[src/rtl/data_mem_lsu.sv]
// data_mem_lsu: single-outstanding load/store unit driving a byte-writable synchronous SRAM,
// splitting word-straddling accesses and returning right-aligned, extended load data.
module data_mem_lsu #(
  parameter int MEM_AW = 10
) (
  input  logic              CLK,
  input  logic              RST,
  input  logic              req_valid,
  output logic              req_ready,
  input  logic              req_write,
  input  logic [31:0]       req_addr,
  input  logic [31:0]       req_wdata,
  input  logic [3:0]        req_be,
  input  logic [2:0]        req_funct3,
  output logic              rsp_valid,
  output logic [31:0]       rsp_rdata,
  output logic              rsp_err,
  output logic              mem_cs,
  output logic              mem_we,
  output logic [MEM_AW-1:0] mem_addr,
  output logic [31:0]       mem_wdata,
  output logic [3:0]        mem_bwe,
  input  logic [31:0]       mem_rdata
);
  typedef enum logic [2:0] {IDLE, ACC0, ACC1, WAIT, RESP} state_t;
  state_t r_state, w_next;
  logic              r_write, r_err;
  logic [1:0]        r_off;
  logic [MEM_AW-1:0] r_word;
  logic [31:0]       r_wdata, r_lo, r_rdata;
  logic [3:0]        r_be;
  logic [2:0]        r_f3;
  logic              w_take, w_bad, w_split, w_acc0, w_acc1, w_unused;
  logic [7:0]        w_be8;
  logic [63:0]       w_wd64, w_ld64;
  logic [31:0]       w_lo, w_hi, w_r, w_ext;
  logic [MEM_AW-1:0] w_w1;
  assign w_unused = ^req_addr[31:MEM_AW+2];
  assign w_take = req_valid && r_state == IDLE;
  assign w_bad = !(req_be == 4'b0001 || req_be == 4'b0011 || req_be == 4'b1111) ||
                 (!req_write && !(req_funct3 == 3'b000 || req_funct3 == 3'b001 ||
                                  req_funct3 == 3'b010 || req_funct3 == 3'b100 ||
                                  req_funct3 == 3'b101));
  assign w_be8 = {4'b0, r_be} << r_off;
  assign w_wd64 = {32'b0, r_wdata} << {r_off, 3'b000};
  assign w_split = |w_be8[7:4];
  assign w_w1 = r_word + MEM_AW'(1);
  // In WAIT the live read data is the second word for split loads, else the only word.
  assign w_lo = w_split ? r_lo : mem_rdata;
  assign w_hi = w_split ? mem_rdata : 32'b0;
  assign w_ld64 = {w_hi, w_lo} >> {r_off, 3'b000};
  assign w_r = w_ld64[31:0];
  assign w_ext = r_f3 == 3'b000 ? {{24{w_r[7]}}, w_r[7:0]} :
                 r_f3 == 3'b100 ? {24'b0, w_r[7:0]} :
                 r_f3 == 3'b001 ? {{16{w_r[15]}}, w_r[15:0]} :
                 r_f3 == 3'b101 ? {16'b0, w_r[15:0]} : w_r;
  always_comb begin
    w_next = r_state;
    unique case (r_state)
      IDLE: w_next = req_valid ? (w_bad ? RESP : ACC0) : IDLE;
      ACC0: w_next = w_split ? ACC1 : (r_write ? RESP : WAIT);
      ACC1: w_next = r_write ? RESP : WAIT;
      WAIT: w_next = RESP;
      RESP: w_next = IDLE;
      default: w_next = IDLE;
    endcase
  end
  assign w_acc0 = r_state == ACC0;
  assign w_acc1 = r_state == ACC1;
  assign req_ready = r_state == IDLE;
  assign rsp_valid = r_state == RESP;
  assign rsp_rdata = r_rdata;
  assign rsp_err = r_err;
  assign mem_cs = w_acc0 || w_acc1;
  assign mem_we = mem_cs && r_write;
  assign mem_addr = w_acc0 ? r_word : w_acc1 ? w_w1 : '0;
  assign mem_bwe = !mem_we ? 4'b0 : w_acc0 ? w_be8[3:0] : w_be8[7:4];
  assign mem_wdata = !mem_we ? 32'b0 : w_acc0 ? w_wd64[31:0] : w_wd64[63:32];
  always_ff @(posedge CLK or posedge RST) begin
    if (RST) begin
      r_state <= IDLE;
      r_write <= 1'b0;
      r_off   <= '0;
      r_word  <= '0;
      r_wdata <= '0;
      r_be    <= '0;
      r_f3    <= '0;
      r_lo    <= '0;
      r_rdata <= '0;
      r_err   <= 1'b0;
    end else begin
      r_state <= w_next;
      if (w_take) begin
        r_write <= req_write;
        r_off   <= req_addr[1:0];
        r_word  <= req_addr[MEM_AW+1:2];
        r_wdata <= req_wdata;
        r_be    <= req_be;
        r_f3    <= req_funct3;
      end
      if (w_acc1 && !r_write) r_lo <= mem_rdata;
      r_rdata <= (r_state == WAIT) ? w_ext : 32'b0;
      r_err   <= w_take && w_bad;
    end
  end
endmodule

[config.mk]
export PLATFORM = sky130hd
export DESIGN_NAME = data_mem_lsu
export DESIGN_NICKNAME = d
export VERILOG_FILES = /design/src/rtl/data_mem_lsu.sv
export SDC_FILE = /design/constraint.sdc
export NUM_CORES = 1
export LEC_CHECK = 0
export CAP_MARGIN = 20
export CORE_ASPECT_RATIO = 1.25
export CORE_UTILIZATION = 50
export CTS_CLUSTER_SIZE = 8
export DETAILED_ROUTE_END_ITERATION = 6
export GPL_ROUTABILITY_DRIVEN = 0
export PLACE_DENSITY_LB_ADDON = 0.12
export SLEW_MARGIN = 20
export SYNTH_ARGS = -nofsm -noshare
export SYNTH_HDL_FRONTEND = slang
export SYNTH_SLANG_ARGS = --single-unit
[constraint.sdc]
create_clock -name CLK -period 4.4 [get_ports CLK]
set_clock_uncertainty 0.15 [all_clocks]
set_input_delay 0.44 -clock CLK [delete_from_list [all_inputs] [get_ports CLK]]
set_output_delay 0.44 -clock CLK [all_outputs]
set_load 0.02 [all_outputs]
Word-level counts from Yosys, hierarchy flattened
Cells that the tools add are included.
Widths: inputs -> output; s select.
Storage, ports and cells
  register bits: 120
  output and inout bits: 83
  word-level logic and storage cells: 67
Cells by class
  add/subtract/negate cells: 1
  equality and inequality tests: 14
  shifts and indexed selects: 3
  multiplexer cells: 18
  reduce and logical (&&, ||, !) cells: 21
Operators by type and width (count)
  $mux 32: 9
  $shl 32x5->64: 1
  $shr 64x5->32: 1
  $mux 10: 2
  $eq 3x3->1 const B: 5
  $mux 3: 4
  $pmux 3 s4: 1
  $add 10x1->10 const B: 1
  $eq 3x1->1 const B: 3
  $eq 3x2->1 const B: 3
  $logic_not 3->1: 3
  $logic_or 1x1->1: 8
  $mux 4: 2
  $shl 4x2->8: 1
  $logic_and 1x1->1: 5
  $eq 4x1->1 const B: 1
  $eq 4x2->1 const B: 1
  $eq 4x4->1 const B: 1
  $logic_not 1->1: 4
  $reduce_or 4->1: 1

Depth between registers and ports, before layout
  word-level depth: 11
  gate-level depth with buffers: 9
  depth with buffers taken out: 6

Least setup slack after synthesis
Ideal clock, no wire load.
  path kind: register -> output
  start point: register r_off[0]
  end point: output port mem_bwe[3]
  arrival time: 1947 ps
  setup slack: 1863 ps
  cell stages (with the launch flop): 8
  buffers on the path: 5
  path through: dfrtp_1 > buf_2 > buf_4 > buf_4 > buf_2 > buf_2 > mux2i_1 > a211oi_1
Between the ends
  cells in the longest elaborated chain, start to end: 3
Ends and longest elaborated chain
  start, declared: RTL line 28  | logic [1:0] r_off;
  start signal, assigned: RTL line 95  | r_off <= req_addr[1:0];
  $shl 4x2->8: RTL line 44  | assign w_be8 = {4'b0, r_be} << r_off;
  $mux 4 (2 in a row): RTL line 77  | assign mem_bwe = !mem_we ? 4'b0 : w_acc0 ? w_be8[3:0] : w_be8[7:4];
  end, declared: RTL line 22  | output logic [3:0] mem_bwe,
No other way between the ends.

Final worst setup path
  start point: register r_off[1]
  end point: output port mem_wdata[4]
Between the ends
  cells in the longest elaborated chain, start to end: 3
Ends and longest elaborated chain
  $shl 32x5->64: RTL line 45  | assign w_wd64 = {32'b0, r_wdata} << {r_off, 3'b000};
  $mux 32 (2 in a row): RTL line 78  | assign mem_wdata = !mem_we ? 32'b0 : w_acc0 ? w_wd64[31:0] : w_wd64[63:32];
  end, declared: RTL line 21  | output logic [31:0] mem_wdata,
No other way between the ends.

==> metrics.md <==
| Metric | Value |
|---|---|
| N_diodes | `0` |
| Worst Path Required | `3.81 ns` |
| Gr usage total | `0.302` |
| WL final | `21.5 mm` |
| Share of the synthesized area in the top cell type | `0.412` |
| Commonest non-fill, non-tap cell in the layout | `clkdlybuf4s50_1` |
| Critical Path Start Type | `flop` |
| Grt total ovfl | `0` |
| VDD IR max | `0.344 mV` |
| Fin crit share | `0.854` |
| Power share of the clock group | `0.206` |
| Initial Util | `0.517` |
| Cts bufs inserted | `17` |
| Vias per cell | `6.37` |
| Logic pwr share | `0.504` |
| H-Tree Depth | `4` |
| RSZ-0062 raised after global routing | `false` |
| Gate Count Post-Synth | `711` |
| Multi-input gate area | `3890 sq um` |
| Synth Flop Type | `dfrtp_1` |
| Antenna violations before repair | `0` |
| Setup TNS | `0 ns` |
| Area growth from synthesis to layout | `32.2%` |
| Crit. End Element | `output pin` |
| Final Slew Violations | `0` |
| XOR/XNOR Fraction of Synth Area | `0` |
| Die area | `~15000 sq um` |
| Worst hold path class | `in -> async` |
| Synth area leader | `dfrtp_1` |
| Largest family of logic cells by synthesized area | `compound AO/OA/AOI/OAI gates` |
| Vias in the first global route | `6557` |
| Die Span Y | `136 um` |
| FF+latch area | `2980 sq um` |
| Max Buffers Root-to-Sink | `2` |
| Input/output buffers | `169` |
| Final setup violation count | `0` |
| Mapped Nets | `819` |
| CTS tree | `built` |
| Sw Share | `0.425` |
| Fraction of registers with async set/reset | `1.00` |
| Worst-path clk slew | `0.05 ns` |
| Clock sinks | `119` |
| Rel. slew slack | `0.318` |
| Synth unique cells | `between 60 and 70` |
| Fillers | `1110` |
| Kind of critical path | `reg -> out` |
| Number of synthesized register bits | `roughly 120` |
| Dpl cell area | `around 8900 sq um` |
| First-pass DRT Iterations | `5` |
| Peak Freq | `266 MHz` |
| Simple-gate portion of the synthesized area | `0.134` |
| DRC violations left | `0` |
| Share of cells above drive strength 1 | `0.199` |
| Path depth of the worst reg2reg path | `5` |
| Area of the core | `14000 sq um` |
| Cell-internal power | `between 4000 and 5000 uW` |
| Least-Margin Pin Slew | `1.02 ns` |
| Crit-path cells | `clkinv_1 > nor3_1 > a21oi_1 > nor2_1 > clkdlybuf4s50_1` |
| Post-synth EDFFs | `0` |
| Synth area leaders | `dfrtp_1 41%, mux2_2 15%, nor3_1 2.8%, mux2i_1 2.6%, nor2_1 2.4%` |
| Status | `finished clean` |
| Final net count | `956` |
| Fin area | `between 9000 and 10000 sq um` |
| Max incr delay on CP | `0.78 ns` |
| Top-level port count | `190` |
| Reg2reg end | `rsp_rdata[20]` |
| Synth Area in Compound Gates | `0.204` |
| Gates resized, CTS repair | `0` |
| Post-DRT Antenna Nets | `0` |
| Clock Latency Late Sink | `0.43 ns` |
| Yosys warning total | `0` |
| Syn Area/Cell | `10.2 sq um` |
| Leak pwr | `~0.0038 uW` |
| Final-report hold violation count | `0` |
| R2r startpoint | `r_off[0]` |
| Setup slack, reg-to-reg | `1.20 ns` |
| Root Buffer | `clkbuf_16` |
| Core Rows | `48` |
| Seq pwr share | `0.290` |
| Post-layout min period | `3.76 ns` |
| Die W | `110 um` |
| Max-cap violations | `0` |
| Routed wire length per instance | `20.8 um` |
| Largest net degree at the start of global routing | `just over 60` |
| Worst-path maximum fanout | `33` |
| Vias | `6593` |
| Post-CTS Setup Inserts | `0` |
| Mapped Area | `around 7200 sq um` |
| Pwr per Cell Area | `738 nW/um^2` |
| Slowest stage cell on the critical path | `dfrtp_2` |
| Most frequent cells in the layout | `169 x clkdlybuf4s50_1, 117 x dfrtp_1, 94 x mux2_2` |
| Global-route wire length before repair | `34.1 mm` |
| Sequential area share after synthesis | `0.412` |
| CP arrival | `3.17 ns` |
| Mux contribution to synthesized area | `0.198` |
| Post-CTS Hold Fix Bufs | `0` |
| Post-Synth Adder-Cell Area | `0.00173` |
| Dpl hpwl | `14.6 mm` |
| Psw | `3000 uW` |
| DRT iter0 DRCs | `451` |
==> stage by stage <==
stage | power, uW | util | setup slack, ns | std cells | hold slack, ns
after floorplan | 4620 | - | 0.653 | 711 | 0.325
after global placement | 5380 | 0.639 | 1.17 | 1004 | 0.333
after detailed placement | 5500 | 0.639 | 1.13 | 1004 | 0.343
after CTS | 6990 | 0.683 | 0.648 | 1035 | 0.313
after global routing | 7410 | 0.683 | 0.381 | 1035 | 0.367
final | 7060 | 0.683 | 0.642 | 1035 | 0.288
==> logic make-up (layout without fill, tap and decap cells) <==
kind of cell	after synthesis	in the layout
AND/OR/NAND/NOR	195	195
flip-flops	119	119
multiplexers	122	122
buffers and inverters	80	229
AO/OA/AOI/OAI	194	194
adder cells (fa/ha/maj)	1	1
==> synthesized netlist by cell type (all sizes together), types with 3 or more instances <==
cell type,n
nand3,18
a211oi,12
inv,15
nor2,49
o22ai,9
mux4,7
buf,25
nand4,3
a21o,9
o221ai,8
o211ai,3
or2,4
mux2i,19
clkbuf,38
a22o,17
nand2,39
and3,4
nor3,40
mux2,96
a221oi,14
o31a,7
and2,3
a31oi,27
a21oi,22
o2bb2ai,7
a211o,3
nor2b,8
nand2b,14
dfrtp,119
nand3b,3
o21ai,38
nor3b,6
a221o,7
==> routing by layer <==
metal  GRT usage  up-vias  wire [um]
met5           0        -          0
met4       0.150        0        730
met3      0.0781       70       1820
met2       0.505      380      10800
met1       0.355     3208       8180
li1            -     2935          -
==> power by group through the flow <==
stage	sequential [uW]	combinational (uW)	clock (uW)
after floorplan	1740	2880	0
after detailed placement	2040	3460	0
after global placement	2000	3380	0
after CTS	2030	3500	1460
final	2050	3560	1460
after global routing	2100	3790	1520
==> cell type report <==
cell class                      instances  area share
Clock inverter                          8      0.0124
Clock buffer                           23      0.0521
Inverter                               17     0.00694
Sequential cell                       119       0.312
Tap cell                              175      0.0229
Multi-Input combinational cell        512       0.407
Timing Repair Buffer                  181       0.186
==> flip-flops by register name, indices dropped and copies added (netlist names) <==
signal / cells
r_wdata: 32
rsp_rdata: 32
r_lo: 31
r_word: 10
r_be: 4
r_f3: 3
r_state: 3
r_off: 2
r_write: 1
rsp_err: 1
==> worst max-delay path by stage <==
stage / start / end / slack, ns / depth (start not counted)
4_1_cts: r_state[0] / mem_wdata[4] / 0.65 / 6
2_1_floorplan: RST / r_be[0] / 0.65 / 1
3_5_place_dp: r_state[0] / mem_wdata[4] / 1.13 / 6
5_1_grt: r_state[0] / mem_wdata[4] / 0.38 / 6
6_report: r_off[1] / mem_wdata[4] / 0.64 / 5
3_3_place_gp: r_state[2] / mem_wdata[20] / 1.17 / 6
==> critical path, delay by kind of cell (launching register included) <==
kind | cells | cell delay, ns
compound gates | 1 | 0.06
buf+inv | 2 | 1.36
flops | 1 | 0.78
simple gates | 2 | 0.53
Note: power is estimated with default switching activity, not from simulation.
